<file path="src/rtl/wbr_ctrl_pkg.sv">
// Shared types and safe control levels for WBR chain sequencing.
package wbr_ctrl_pkg;

  typedef enum logic [2:0] {
    IDLE,
    SHIFT_IN,
    APPLY,
    SHIFT_OUT,
    DONE
  } state_t;

  // Chain controls whenever no test is in progress: no shifting, core side frozen.
  localparam logic WSE_IDLE  = 1'b0;
  localparam logic HOLD_IDLE = 1'b1;

endpackage

</file>
<file path="src/rtl/wbr_seq_counter.sv">
// Phase counter: synchronous clear, saturates at the terminal value given by last.
module wbr_seq_counter #(
  parameter int CNT_W = 4
) (
  input  logic             CLK,
  input  logic             resetn,
  input  logic             clear,
  input  logic             enable,
  input  logic [CNT_W-1:0] last,
  output logic [CNT_W-1:0] count,
  output logic             tc
);

  assign tc = (count == last);

  always_ff @(posedge CLK or negedge resetn) begin
    if (!resetn) begin
      count <= '0;
    end else if (clear) begin
      count <= '0;
    end else if (enable && !tc) begin
      count <= count + 1'b1;
    end
  end

endmodule

</file>
<file path="src/rtl/wbr_scan_sequencer.sv">
// Runs one WBR chain through load / apply-capture / unload and returns the unloaded response.
module wbr_scan_sequencer
  import wbr_ctrl_pkg::*;
#(
  parameter int CHAIN_LEN    = 9,
  parameter int APPLY_CYCLES = 1,
  parameter int CNT_W        = $clog2(CHAIN_LEN + APPLY_CYCLES + 1)
) (
  input  logic                 CLK,
  input  logic                 resetn,
  input  logic                 start,
  input  logic                 abort,
  input  logic [CHAIN_LEN-1:0] pattern_in,
  input  logic                 wpso,
  output logic                 wse_inputs,
  output logic                 hold_inputs,
  output logic                 wpsi,
  output logic                 busy,
  output logic                 done,
  output logic [CHAIN_LEN-1:0] response_out
);

  state_t               state;
  logic [CHAIN_LEN-1:0] pat;
  logic [CHAIN_LEN-1:0] resp;
  logic [CHAIN_LEN-1:0] resp_nxt;
  logic [CNT_W-1:0]     count;
  logic [CNT_W-1:0]     last;
  logic                 tc;
  logic                 cnt_clr;
  logic                 cnt_en;

  // Every state change happens either at terminal count, on abort, or out of IDLE/DONE,
  // so clearing on exactly those conditions restarts the counter on each state entry.
  always_comb begin
    last     = (state == APPLY) ? CNT_W'(APPLY_CYCLES - 1) : CNT_W'(CHAIN_LEN - 1);
    cnt_clr  = (state == IDLE) || (state == DONE) || abort || tc;
    cnt_en   = (state == SHIFT_IN) || (state == APPLY) || (state == SHIFT_OUT);
    resp_nxt = {wpso, resp[CHAIN_LEN-1:1]};
  end

  wbr_seq_counter #(.CNT_W(CNT_W)) u_cnt (
    .CLK    (CLK),
    .resetn (resetn),
    .clear  (cnt_clr),
    .enable (cnt_en),
    .last   (last),
    .count  (count),
    .tc     (tc)
  );

  always_ff @(posedge CLK or negedge resetn) begin
    if (!resetn) begin
      state        <= IDLE;
      wse_inputs   <= WSE_IDLE;
      hold_inputs  <= HOLD_IDLE;
      wpsi         <= 1'b0;
      busy         <= 1'b0;
      done         <= 1'b0;
      response_out <= '0;
      pat          <= '0;
      resp         <= '0;
    end else begin
      done <= 1'b0;
      if (state != IDLE && abort) begin
        state       <= IDLE;
        wse_inputs  <= WSE_IDLE;
        hold_inputs <= HOLD_IDLE;
        wpsi        <= 1'b0;
        busy        <= 1'b0;
      end else begin
        case (state)
          IDLE: begin
            if (start && !abort) begin
              state       <= SHIFT_IN;
              wse_inputs  <= 1'b1;
              hold_inputs <= 1'b1;
              wpsi        <= pattern_in[0];
              pat         <= pattern_in >> 1;
              busy        <= 1'b1;
              resp        <= '0;
            end
          end
          SHIFT_IN: begin
            if (tc) begin
              state       <= APPLY;
              wse_inputs  <= 1'b0;
              hold_inputs <= 1'b0;
              wpsi        <= 1'b0;
            end else begin
              wpsi <= pat[0];
              pat  <= pat >> 1;
            end
          end
          APPLY: begin
            if (tc) begin
              state       <= SHIFT_OUT;
              wse_inputs  <= 1'b1;
              hold_inputs <= 1'b1;
            end
          end
          SHIFT_OUT: begin
            // First bit out is the last cell, which lands in resp[0] after all shifts.
            resp <= resp_nxt;
            if (tc) begin
              state        <= DONE;
              wse_inputs   <= WSE_IDLE;
              hold_inputs  <= HOLD_IDLE;
              busy         <= 1'b0;
              done         <= 1'b1;
              response_out <= resp_nxt;
            end
          end
          DONE: begin
            state <= IDLE;
          end
          default: begin
            state       <= IDLE;
            wse_inputs  <= WSE_IDLE;
            hold_inputs <= HOLD_IDLE;
            wpsi        <= 1'b0;
            busy        <= 1'b0;
          end
        endcase
      end
    end
  end

endmodule
</file>
<file path="config.mk">
export PLATFORM = sky130hd
export DESIGN_NAME = wbr_scan_sequencer
export DESIGN_NICKNAME = d
export VERILOG_FILES = /design/src/rtl/wbr_ctrl_pkg.sv /design/src/rtl/wbr_seq_counter.sv /design/src/rtl/wbr_scan_sequencer.sv
export SDC_FILE = /design/constraint.sdc
export NUM_CORES = 1
export LEC_CHECK = 0
export BUFFER_PORTS_ARGS = -buffer_cell sky130_fd_sc_hd__clkbuf_2
export CAP_MARGIN = 20
export CELL_PAD_IN_SITES_DETAIL_PLACEMENT = 0
export CELL_PAD_IN_SITES_GLOBAL_PLACEMENT = 2
export CORE_MARGIN = 2
export CORE_UTILIZATION = 40
export CTS_BUF_LIST = sky130_fd_sc_hd__clkbuf_4 sky130_fd_sc_hd__clkbuf_8
export CTS_CLUSTER_DIAMETER = 100
export DETAILED_ROUTE_END_ITERATION = 6
export GPL_TIMING_DRIVEN = 0
export PLACE_DENSITY = 0.88
export SLEW_MARGIN = 0
export SYNTH_ARGS = -nofsm -noshare
export SYNTH_HDL_FRONTEND = slang
export SYNTH_SLANG_ARGS = --single-unit
</file>
<file path="constraint.sdc">
create_clock -name CLK -period 3.9 [get_ports CLK]
set_clock_uncertainty 0.05 [all_clocks]
set_input_delay 0.78 -clock CLK [delete_from_list [all_inputs] [get_ports CLK]]
set_output_delay 0.78 -clock CLK [all_outputs]
set_load 0.02 [all_outputs]
</file>
==> impl_results.md, run 1 <==
- Status: finished clean
- CP Max Fanout: 10
- Post-DP HPWL: 2.79 mm
- N_diodes: 0
- Reg2reg path depth: 7
- FF+latch count, synth: 37
- Die span in y: 71.7 um
- Avg Inst Size Synth: around 10 um^2
- Starting density of the core: 41.8%
- Pre-Repair DR Iteration Count: 5
- Routed vias/inst: 5.29
- Core ar.: 0.00438 mm^2
- Worst slew pin tran: ~0.96 ns
- Reg-to-Reg Start: u_cnt.count[0]
- Setup bufs post-CTS: 0
- Die Area: 0.00514 mm^2
- GR Util All Layers: 16.4%
- Required @ worst endpoint: 4.03 ns
- Flop2flop setup slack: roughly 1.7 ns
- Delay-heaviest family, CP: simple AND/OR/NAND/NOR gates
- Worst reg2reg endpoint: response_out[7]
- Sw Share: 24.2%
- Most common cell after layout, fill and taps aside: dfrtp_1
- Part of the cycle the worst path needs: between 50% and 60%
- CP Capture Type: flip-flop
- Clock network fraction of total power: 40.1%
- Hold Fails Final Rpt: 0
- Crit path arrival time: around 2.4 ns
- CP bufs+invs: 2
- RSZ-0062 raised after global routing: no
- First-pass GRT wire length: roughly 6.4 mm
- Final setup fails: 0
- GR Overflow Total: 0
- Area Growth Syn to Fin: 17.2%
- Post-synth cell types: 43
- Most frequent cells in the layout: 36 x dfrtp_1, 28 x nand2_1, 27 x clkbuf_2
- Clock Latency Late Sink: roughly 0.29 ns
- Max IR drop VDD: 0.194 mV
- Power Density: a little under 400 mW/mm^2
- Core Rows: 24
- CTS tree: done
- F_max: 445 MHz
- Tot Pwr: between 0.0008 and 0.0009 W
- Resize count post-CTS: 0
- Share of cells above drive strength 1: 26.5%
- Startpoint of the worst hold path: resp[1]
- Final Max Tran Viols: 0
- Seq/Total Area, Yosys: 50.6%
- Worst-path clk slew: 0.08 ns
- Int Pwr: 0.000638 W
- Flop pwr share: about half
- Number of clock sinks: 37
- Mapped Nets: between 150 and 200
- Vias in the first global route: 1388
- Gate power share: 10.6%
- Crit-path cells: inv_1, ha_1, or3b_1, mux2i_2, nand4b_2, buf_6, mux2_4
- DR iter-0 viols: 86
- Async set-reset flop share out of synthesis: 100%
- I/O Pins: 28
- Ys flop type: dfrtp_1
- CP max stage delay: approximately 0.42 ns
- Via Count: about 1400
- Root Buffer: clkbuf_8
- Cts bufs inserted: 5
- PortBufs: 27
- Average wire per standard cell: roughly 15 um
- Hold Crit Endpoint: resp[1]
- Initial antenna violation count: 0
- Final wirelength: roughly 3.9 mm
- CTS Hold Bufs: 0
- Placer Congestion: around 0.8
- Psw: 0.000204 W
- Die width: 71.7 um
- Post-route ant nets: 0
- Max Root-Sink Buffers: 2
- Min-Delay Path Depth: 2
- Setup_tns: 0 ns
- EDFF count, synth: 0
- Synthesis Warnings: 0
- Final Critical Period: between 2 and 2.5 ns
- Max-cap violations: 0
- Cell area after synthesis: roughly 0.0018 mm^2
- Mapped Cells: 176
- Slowest stage cell, crit path: dfrtp_1
- DR DRC count: 0
- Worst slew margin: 35.7%
- H-tree Lvls: 2
- Startpoint types: flip-flop
- Kind of critical path: reg2reg
- Lkg Pwr: between 1 and 1.5 nW
- Hold Path Class: reg2reg
- Fillers: ~430
- Largest net degree at the start of global routing: 38
- Final #Nets: 226
worst max-delay path by stage:
stage / start / end / slack, ns / cells past startpoint
detailed placement: start / resp[5] / 1.67 / 6
finish: u_cnt.count[0] / response_out[7] / 1.65 / 7
global placement: start / resp[8] / 1.70 / 5
floorplan: u_cnt.count[0] / response_out[0] / 1.91 / 7
global route: u_cnt.count[0] / response_out[7] / 1.59 / 7
CTS: u_cnt.count[0] / response_out[7] / 1.67 / 7
sequential cells by signal, indices dropped and copies added (netlist names):
| signal | count |
|---|---|
| u_cnt.count | 4 |
| pat | 8 |
| state | 3 |
| wse_inputs | 1 |
| resp | 8 |
| done | 1 |
| wpsi | 1 |
| busy | 1 |
| hold_inputs | 1 |
| response_out | 9 |
power groups by stage:
stage	logic (W)	registers (W)	clock network, W
after CTS	0.0000904	0.000415	0.000347
after global placement	0.0000864	0.000421	0
after floorplan	0.0000541	0.000425	0
final	0.0000894	0.000415	0.000338
after detailed placement	0.0000897	0.000423	0
after global routing	0.000100	0.000418	0.000364
tightest hold or removal path, delay by kind of cell, from the launching register on:
family	cells	cell delay (ns)
compound gates	1	0.06
simple gates	1	0.05
flops	1	0.35
routing by layer:
metal	vias up	GRT usage, %	part of all wire (%)
met5	-	0	0
met3	13	6.33	4.9
met1	665	19.9	46
met4	0	9.43	3.0
li1	676	-	-
met2	38	25.0	46
through the flow:
step	instances	hold slack [ns]	area, um^2	util [%]	setup slack, ns
2_1_floorplan	176	0.405	1830	-	1.91
6_report	263	0.440	2150	49.0	1.65
3_3_place_gp	255	0.418	2030	46.3	1.70
4_1_cts	263	0.443	2150	49.0	1.67
5_1_grt	263	0.473	2150	49.0	1.59
3_5_place_dp	255	0.426	2030	46.3	1.67
layout make-up:
cell class	instances	area (um^2)	share of cell area, %
clock inverters	2	38.8	1.81
flip-flops and latches	37	927	43.2
multi-input cells	123	833	38.8
well taps	52	65.1	3.03
plain buffers	10	48.8	2.27
clock buffers	6	76.3	3.55
inverters	6	22.5	1.05
repair buffers	27	135	6.29
cells in the mapped netlist, types with 4 or more instances:
cell / count / share of area [%]
o21ai_0: 4 / 1.1
mux2i_1: 8 / 4.4
dfrtp_1: 36 / 49
nor3_1: 4 / 1.1
nand2_1: 28 / 5.7
nor2_1: 9 / 1.8
o21ai_1: 18 / 4.9
mux2_4: 8 / 6.6
cell families after synthesis:
group	count (synthesis)	synth area share [%]
buffers and inverters	16	3.89
flip-flops	37	50.6
AO/OA/AOI/OAI	36	11.8
AND/OR/NAND/NOR	62	17.6
XOR/XNOR	5	2.39
multiplexers	18	12.3
adder cells (fa/ha/maj)	2	1.37
Power figures use the tool's default switching activity.
==> inputs of run 2 (changes only) <==
--- a/config.mk
+++ b/config.mk
@@ -10,12 +10,12 @@
 export CELL_PAD_IN_SITES_DETAIL_PLACEMENT = 0
 export CELL_PAD_IN_SITES_GLOBAL_PLACEMENT = 2
 export CORE_MARGIN = 2
-export CORE_UTILIZATION = 40
+export CORE_UTILIZATION = 37
 export CTS_BUF_LIST = sky130_fd_sc_hd__clkbuf_4 sky130_fd_sc_hd__clkbuf_8
 export CTS_CLUSTER_DIAMETER = 100
 export DETAILED_ROUTE_END_ITERATION = 6
 export GPL_TIMING_DRIVEN = 0
-export PLACE_DENSITY = 0.88
+export PLACE_DENSITY = 0.83
 export SLEW_MARGIN = 0
 export SYNTH_ARGS = -nofsm -noshare
 export SYNTH_HDL_FRONTEND = slang
==> constraint.sdc (replaced) <==
create_clock -name CLK -period 2.35 [get_ports CLK]
set_clock_uncertainty 0.05 [all_clocks]
set_input_delay 0.47 -clock CLK [delete_from_list [all_inputs] [get_ports CLK]]
set_output_delay 0.47 -clock CLK [all_outputs]
set_load 0.02 [all_outputs]
==> impl_results.md, run 2 (synthesis results as in run 1) <==
- Slowest stage cell, crit path: dfrtp_1 (unchanged)
- Part of the cycle the worst path needs: 93.1% (was 57.6%)
- Hold slack: 0.245 ns (was 0.440 ns)
- Largest net degree at the start of global routing: 38 (unchanged)
- Hold Fails Final Rpt: 0 (unchanged)
- Die Area: 0.00553 mm^2 (was 0.00514 mm^2)
- Average wire per standard cell: 13.3 um (was 14.9 um)
- Worst-path clk slew: 0.08 ns (about the same)
- Kind of critical path: reg2reg (unchanged)
- Fillers: 481 (was 427)
- Area of the multi-input gates: 833 um^2 (unchanged)
- Die width: 74.4 um (was 71.7 um)
- Number of clock sinks: 37 (unchanged)
- DR iter-0 viols: 125 (was 86)
- Fin cells: 278 (was 263)
- Max IR drop VDD: 0.297 mV (was 0.194 mV)
- Most common cell after layout, fill and taps aside: dfrtp_1 (unchanged)
- Hold Path Class: in2async (was reg2reg)
- F_max: 457 MHz (was 445 MHz)
- Crit path arrival time: 2.31 ns (was 2.38 ns)
- Via Count: 1411 (was 1392)
- Core ar.: 0.00475 mm^2 (was 0.00438 mm^2)
- PortBufs: 27 (unchanged)
- Max-cap violations: 0 (unchanged)
- Status: finished clean (unchanged)
- Setup bufs post-CTS: 0 (unchanged)
- GR Util All Layers: 15.4% (was 16.4%)
- Die span in y: 74.4 um (was 71.7 um)
- Root Buffer: clkbuf_8 (unchanged)
- CP Capture Type: flip-flop (unchanged)
- Power Density: 687 mW/mm^2 (was 392 mW/mm^2)
- N_diodes: 0 (unchanged)
- Final Max Tran Viols: 0 (unchanged)
- Setup_tns: 0 ns (unchanged)
- Worst slew margin: 37.0% (was 35.7%)
- Worst slew pin tran: 0.943 ns (was 0.963 ns)
- Final Critical Period: 2.19 ns (was 2.25 ns)
- Largest register by flop count: response_out (unchanged)
- Required @ worst endpoint: 2.47 ns (was 4.03 ns)
- Pre-Repair DR Iteration Count: 4 (was 5)
- Share of cells above drive strength 1: 26.5% (unchanged)
- Tot Pwr: 0.00150 W (was 0.000843 W)
- GR Overflow Total: 0 (unchanged)
- Max reg flops: 9 (unchanged)
- Clock Latency Late Sink: 0.29 ns (about the same)
- Dpl cells: 270 (was 255)
- CP Max Fanout: 10 (unchanged)
- Biggest regs: response_out (9), pat (8), resp (8) (unchanged)
- Starting density of the core: 38.5% (was 41.8%)
- Core Rows: 25 (was 24)
- DR DRC count: 0 (unchanged)
- Final setup fails: 0 (unchanged)
- First-pass GRT wire length: 6.46 mm (was 6.42 mm)
- CP max stage delay: 0.42 ns (about the same)
- Max Root-Sink Buffers: 2 (unchanged)
- CTS tree: done (unchanged)
- Final wirelength: 3.71 mm (was 3.92 mm)
- Register area: 927 um^2 (unchanged)
- Startpoint types: flip-flop (unchanged)
- Vias in the first global route: 1424 (was 1388)
- Routed vias/inst: 5.08 (was 5.29)
- Resize count post-CTS: 0 (unchanged)
- CTS Hold Bufs: 0 (unchanged)
- RSZ-0062 raised after global routing: no (unchanged)
- Post-DP HPWL: 2.58 mm (was 2.79 mm)
- Crit-path cells: inv_1, ha_1, or3b_1, mux2i_2, nand4b_2, buf_6, mux2_4 (unchanged)
- Most frequent cells in the layout: 36 x dfrtp_1, 28 x nand2_1, 27 x clkbuf_2 (unchanged)
- Placer Congestion: 0.823 (was 0.801)
- I/O Pins: 28 (unchanged)
- Cts bufs inserted: 5 (unchanged)
- Area Growth Syn to Fin: 19.5% (was 17.2%)
- Lkg Pwr: 1.06 nW (was 1.05 nW)
- H-tree Lvls: 2 (unchanged)
- Post-route ant nets: 0 (unchanged)
- Final #Nets: 226 (unchanged)
- Initial antenna violation count: 0 (unchanged)
[run 2: critical path: cells and delay by family (launching register included)]
family / cells / cell delay [ns]
mux: 2 / 0.55
flops: 1 / 0.42
fa+ha+maj: 1 / 0.21
buf+inv: 2 / 0.27
simple gates: 2 / 0.56
[run 2: per-layer routing]
layer	global-route usage, %	vias to the layer above	part of all wire (%)
met5	0	-	0
met2	23.6	43	47
li1	-	676	-
met4	6.75	0	1.3
met1	19.8	688	46
met3	5.15	4	6.1
[run 2: final cells by class]
cell class | instances | area share, %
multi-input combinational | 123 | 38.1
tap | 67 | 3.83
buffer | 10 | 2.23
clock inverter | 3 | 3.14
clock buffer | 5 | 3.14
inverter | 6 | 1.03
sequential | 37 | 42.4
timing repair buffer | 27 | 6.17
[run 2: metrics by stage]
stage / worst slack [ns] / cell area, um^2 / utilization (%)
floorplan: 0.363 / 1830 / -
global placement: 0.209 / 2050 / 43.1
detailed placement: 0.178 / 2050 / 43.1
CTS: 0.159 / 2190 / 46.0
global route: 0.0406 / 2190 / 46.0
finish: 0.162 / 2190 / 46.0
[run 2: path summary, 6_finish.rpt]
check	startpoint	to	slack (ns)	cells after the start
worst max-delay path	u_cnt.count[0]	response_out[3]	0.16	7
worst min-delay path	resetn	u_cnt.count[3]	0.25	1
worst max register to register	u_cnt.count[0]	response_out[3]	0.16	7
worst min register to register	pat[6]	pat[6]	0.44	2
max in group asynchronous	resetn	response_out[3]	1.43	1
min in group CLK	wpso	resp[8]	0.35	3
[run 2: report_power, final]
part           internal (W)  switching [W]
clock              0.000427       0.000242
combinational     0.0000604      0.0000867
sequential         0.000669      0.0000188
==> inputs of run 3 (changes only) <==
--- a/config.mk
+++ b/config.mk
@@ -15,8 +15,9 @@
 export CTS_CLUSTER_DIAMETER = 100
 export DETAILED_ROUTE_END_ITERATION = 6
 export GPL_TIMING_DRIVEN = 0
-export PLACE_DENSITY = 0.83
+export PLACE_DENSITY = 0.91
 export SLEW_MARGIN = 0
 export SYNTH_ARGS = -nofsm -noshare
 export SYNTH_HDL_FRONTEND = slang
+export SYNTH_HIERARCHICAL = 1
 export SYNTH_SLANG_ARGS = --single-unit
==> impl_results.md, run 3 <==
- Hold Path Class: in2async (unchanged)
- Die span in y: 74.3 um (was 74.4 um)
- Max IR drop VDD: 0.345 mV (was 0.297 mV)
- Max reg flops: 9 (unchanged)
- Ys flop type: dfrtp_1 (unchanged)
- CTS Hold Bufs: 0 (unchanged)
- Power Density: 635 mW/mm^2 (was 687 mW/mm^2)
- Clock network fraction of total power: 39.9% (was 44.5%)
- Final Critical Period: 2.14 ns (was 2.19 ns)
- Core Rows: 25 (unchanged)
- Psw: 0.000363 W (was 0.000347 W)
- Final wirelength: 3.44 mm (was 3.71 mm)
- Clock Latency Late Sink: 0.30 ns (was 0.29 ns)
- Top cells by area, synth: dfrtp_1 49%, nand2_1 7.0%, mux2_4 6.6%, nor2_1 3.1%, o21ai_0 3.0% (was dfrtp_1 49%, mux2_4 6.6%, nand2_1 5.7%, o21ai_1 4.9%, mux2i_1 4.4%)
- Avg Inst Size Synth: 10.3 um^2 (was 10.4 um^2)
- CTS tree: done (unchanged)
- Largest register by flop count: response_out (unchanged)
- Leading area contributor after synthesis: dfrtp_1 (unchanged)
- Final setup fails: 0 (unchanged)
- FF+latch count, synth: 37 (unchanged)
- Worst slew pin tran: 0.917 ns (was 0.943 ns)
- Seq/Total Area, Yosys: 50.6% (about the same)
- Synth Area in XOR/XNOR: 3.69% (was 2.39%)
- Number of clock sinks: 37 (unchanged)
- CP Max Fanout: 10 (unchanged)
- GR Util All Layers: 14.0% (was 15.4%)
- Grt peak-use layer: met2 (unchanged)
- Max-cap violations: 0 (unchanged)
- Biggest regs: response_out (9), pat (8), resp (8) (unchanged)
- PortBufs: 26 (was 27)
- Area Growth Syn to Fin: 22.1% (was 19.5%)
- Kind of critical path: reg2reg (unchanged)
- Mapped Cells: 177 (was 176)
- Die Area: 0.00553 mm^2 (about the same)
- Part of the cycle the worst path needs: 91.0% (was 93.1%)
- Required @ worst endpoint: 2.51 ns (was 2.47 ns)
- Routed vias/inst: 4.76 (was 5.08)
- Int Pwr: 0.00106 W (was 0.00116 W)
- Vias in the first global route: 1263 (was 1424)
- Synthesis Warnings: 6 (was 0)
- First-pass GRT wire length: 5.87 mm (was 6.46 mm)
- Main combinational cell family by area after synthesis: simple AND/OR/NAND/NOR gates (unchanged)
- Worst reg2reg endpoint: hold_inputs (was response_out[3])
- Most common cell after layout, fill and taps aside: dfrtp_1 (unchanged)
- Share of cells above drive strength 1: 33.0% (was 26.5%)
- DR iter-0 viols: 66 (was 125)
- Root Buffer: clkbuf_8 (unchanged)
- Most frequent cells in the layout: 35 x dfrtp_1, 34 x nand2_1, 26 x clkbuf_2 (was 36 x dfrtp_1, 28 x nand2_1, 27 x clkbuf_2)
- Post-route ant nets: 0 (unchanged)
- Worst-path clk slew: 0.08 ns (about the same)
- Lkg Pwr: 1.08 nW (was 1.06 nW)
- EDFF count, synth: 0 (unchanged)
- RSZ-0062 raised after global routing: no (unchanged)
- I/O Pins: 28 (unchanged)
- Final design instance area without fill: 0.00223 mm^2 (was 0.00219 mm^2)
- Largest net degree at the start of global routing: 38 (unchanged)
- H-tree Lvls: 2 (unchanged)
- Post-DP HPWL: 2.39 mm (was 2.58 mm)
- Tot Pwr: 0.00142 W (was 0.00150 W)
- Count leader, synth: dfrtp_1 (unchanged)
- Flop pwr share: 48.9% (was 45.7%)
- Async set-reset flop share out of synthesis: 100% (unchanged)
- Met2 Use GR: 21.8% (was 23.6%)
- Flop2flop setup slack: 0.21 ns (was 0.16 ns)
- Post-DP Area: 0.00206 mm^2 (was 0.00205 mm^2)
- GR Overflow Total: 0 (unchanged)
- CP Capture Type: flip-flop (unchanged)
- Starting density of the core: 38.5% (about the same)
- Via Count: 1356 (was 1411)
- Sw Share: 25.6% (was 23.1%)
- Synth cell count leaders: 36 x dfrtp_1, 34 x nand2_1, 15 x nor2_1, 11 x o21ai_0 (was 36 x dfrtp_1, 28 x nand2_1, 18 x o21ai_1, 9 x nor2_1)
- Compound-Gate Fraction of Synth Area: 12.2% (was 11.8%)
- Fillers: 475 (was 481)
- DR DRC count: 0 (unchanged)
- Die width: 74.3 um (was 74.4 um)
- N_diodes: 0 (unchanged)
- M3 GR Usage: 4.47% (was 5.15%)
- Gate power share: 11.2% (was 9.8%)
- Startpoint types: flip-flop (unchanged)
- Hold Fails Final Rpt: 0 (unchanged)
- Mux contribution to synthesized area: 9.98% (was 12.3%)
- Worst slew margin: 38.9% (was 37.0%)
- Initial antenna violation count: 0 (unchanged)
- Synth top area share: 49.2% (about the same)
- Status: finished clean (unchanged)
- Placer Congestion: 0.749 (was 0.823)
- Pre-Repair DR Iteration Count: 4 (unchanged)
- F_max: 468 MHz (was 457 MHz)
- Post-synth cell types: 35 (was 43)
- Final #Nets: 232 (was 226)
- Reg-to-Reg Start: state[0] (was u_cnt.count[0])
- Synth Area in Adders: 0.684% (was 1.37%)
- Final Max Tran Viols: 0 (unchanged)
- Simple-Gate Fraction of Synth Area: 17.3% (was 17.6%)
- Met1 usage: 18.4% (was 19.8%)
- Cts bufs inserted: 5 (unchanged)
- Cell area after synthesis: 0.00183 mm^2 (about the same)
- Max Root-Sink Buffers: 2 (unchanged)
- Core ar.: 0.00475 mm^2 (unchanged)
- Reg2reg path depth: 10 (was 7)
- Dpl cells: 272 (was 270)
- Fin cells: 285 (was 278)
- Average wire per standard cell: 12.1 um (was 13.3 um)
- Crit path arrival time: 2.29 ns (was 2.31 ns)
-- run 3: worst max-delay path, cell delays in order, from the launching register on --
cell	delay, ns
dfrtp_2	0.44
buf_6	0.15
nor2_1	0.10
nand2_1	0.09
xor2_2	0.17
nor4_4	0.29
buf_4	0.19
nor2_1	0.03
mux2i_1	0.19
nor3_1	0.07
a311oi_1	0.27
-- run 3: cell families (layout without fill, tap and decap cells) --
group                    count (synthesis)  in the layout
flip-flops                              37             37
other                                    1              3
XOR/XNOR                                 6              6
adder cells (fa/ha/maj)                  1              1
AND/OR/NAND/NOR                         70             70
buffers and inverters                   15             54
AO/OA/AOI/OAI                           33             33
multiplexers                            14             14
-- run 3: what timing repair did --
action,CTS,global route
pin swaps,0,3
setup buffers,0,5
endpoints found under the hold margin,0,0
resized for setup,1,5
gates cloned,0,0
setup endpoints to repair,17,19
-- run 3: power by group through the flow --
stage | Clock (W) | Sequential, W | Combinational, W
after floorplan | 0 | 0.000714 | 0.0000948
after global placement | 0 | 0.000705 | 0.000157
after detailed placement | 0 | 0.000706 | 0.000158
after CTS | 0.000577 | 0.000693 | 0.000160
after global routing | 0.000607 | 0.000699 | 0.000177
final | 0.000566 | 0.000693 | 0.000158
-- run 3: final cells by class --
class / instances / area, um^2 / area share, %
timing repair buffer: 31 / 168 / 7.50
sequential: 37 / 928 / 41.5
multi-input combinational: 127 / 836 / 37.4
clock inverter: 3 / 46.3 / 2.07
clock buffer: 5 / 68.8 / 3.08
buffer: 9 / 81.3 / 3.64
inverter: 6 / 22.5 / 1.01
tap: 67 / 83.8 / 3.75
-- run 3: worst max path at each step --
stage | from | end
2_1_floorplan | state[0] | response_out[0]
3_3_place_gp | state[0] | pat[7]
3_5_place_dp | state[0] | response_out[6]
4_1_cts | state[0] | response_out[6]
5_1_grt | state[0] | hold_inputs
6_report | state[0] | hold_inputs
-- run 3: layer usage --
| layer | wire length (um) | vias to the layer above |
|---|---|---|
| li1 | - | 674 |
| met4 | 51 | 0 |
| met2 | 1650 | 27 |
| met3 | 125 | 6 |
| met1 | 1620 | 649 |
| met5 | 0 | - |
-- run 3: through the flow --
step           util, %  setup WS, ns  setup TNS [ns]  hold WS (ns)
2_1_floorplan        -         0.190               0         0.124
3_3_place_gp      43.3        -0.171           -2.38         0.411
3_5_place_dp      43.3        -0.175           -2.42         0.423
4_1_cts           45.9      0.000399               0         0.293
5_1_grt           47.0        0.0151               0         0.322
6_report          47.0         0.213               0         0.242
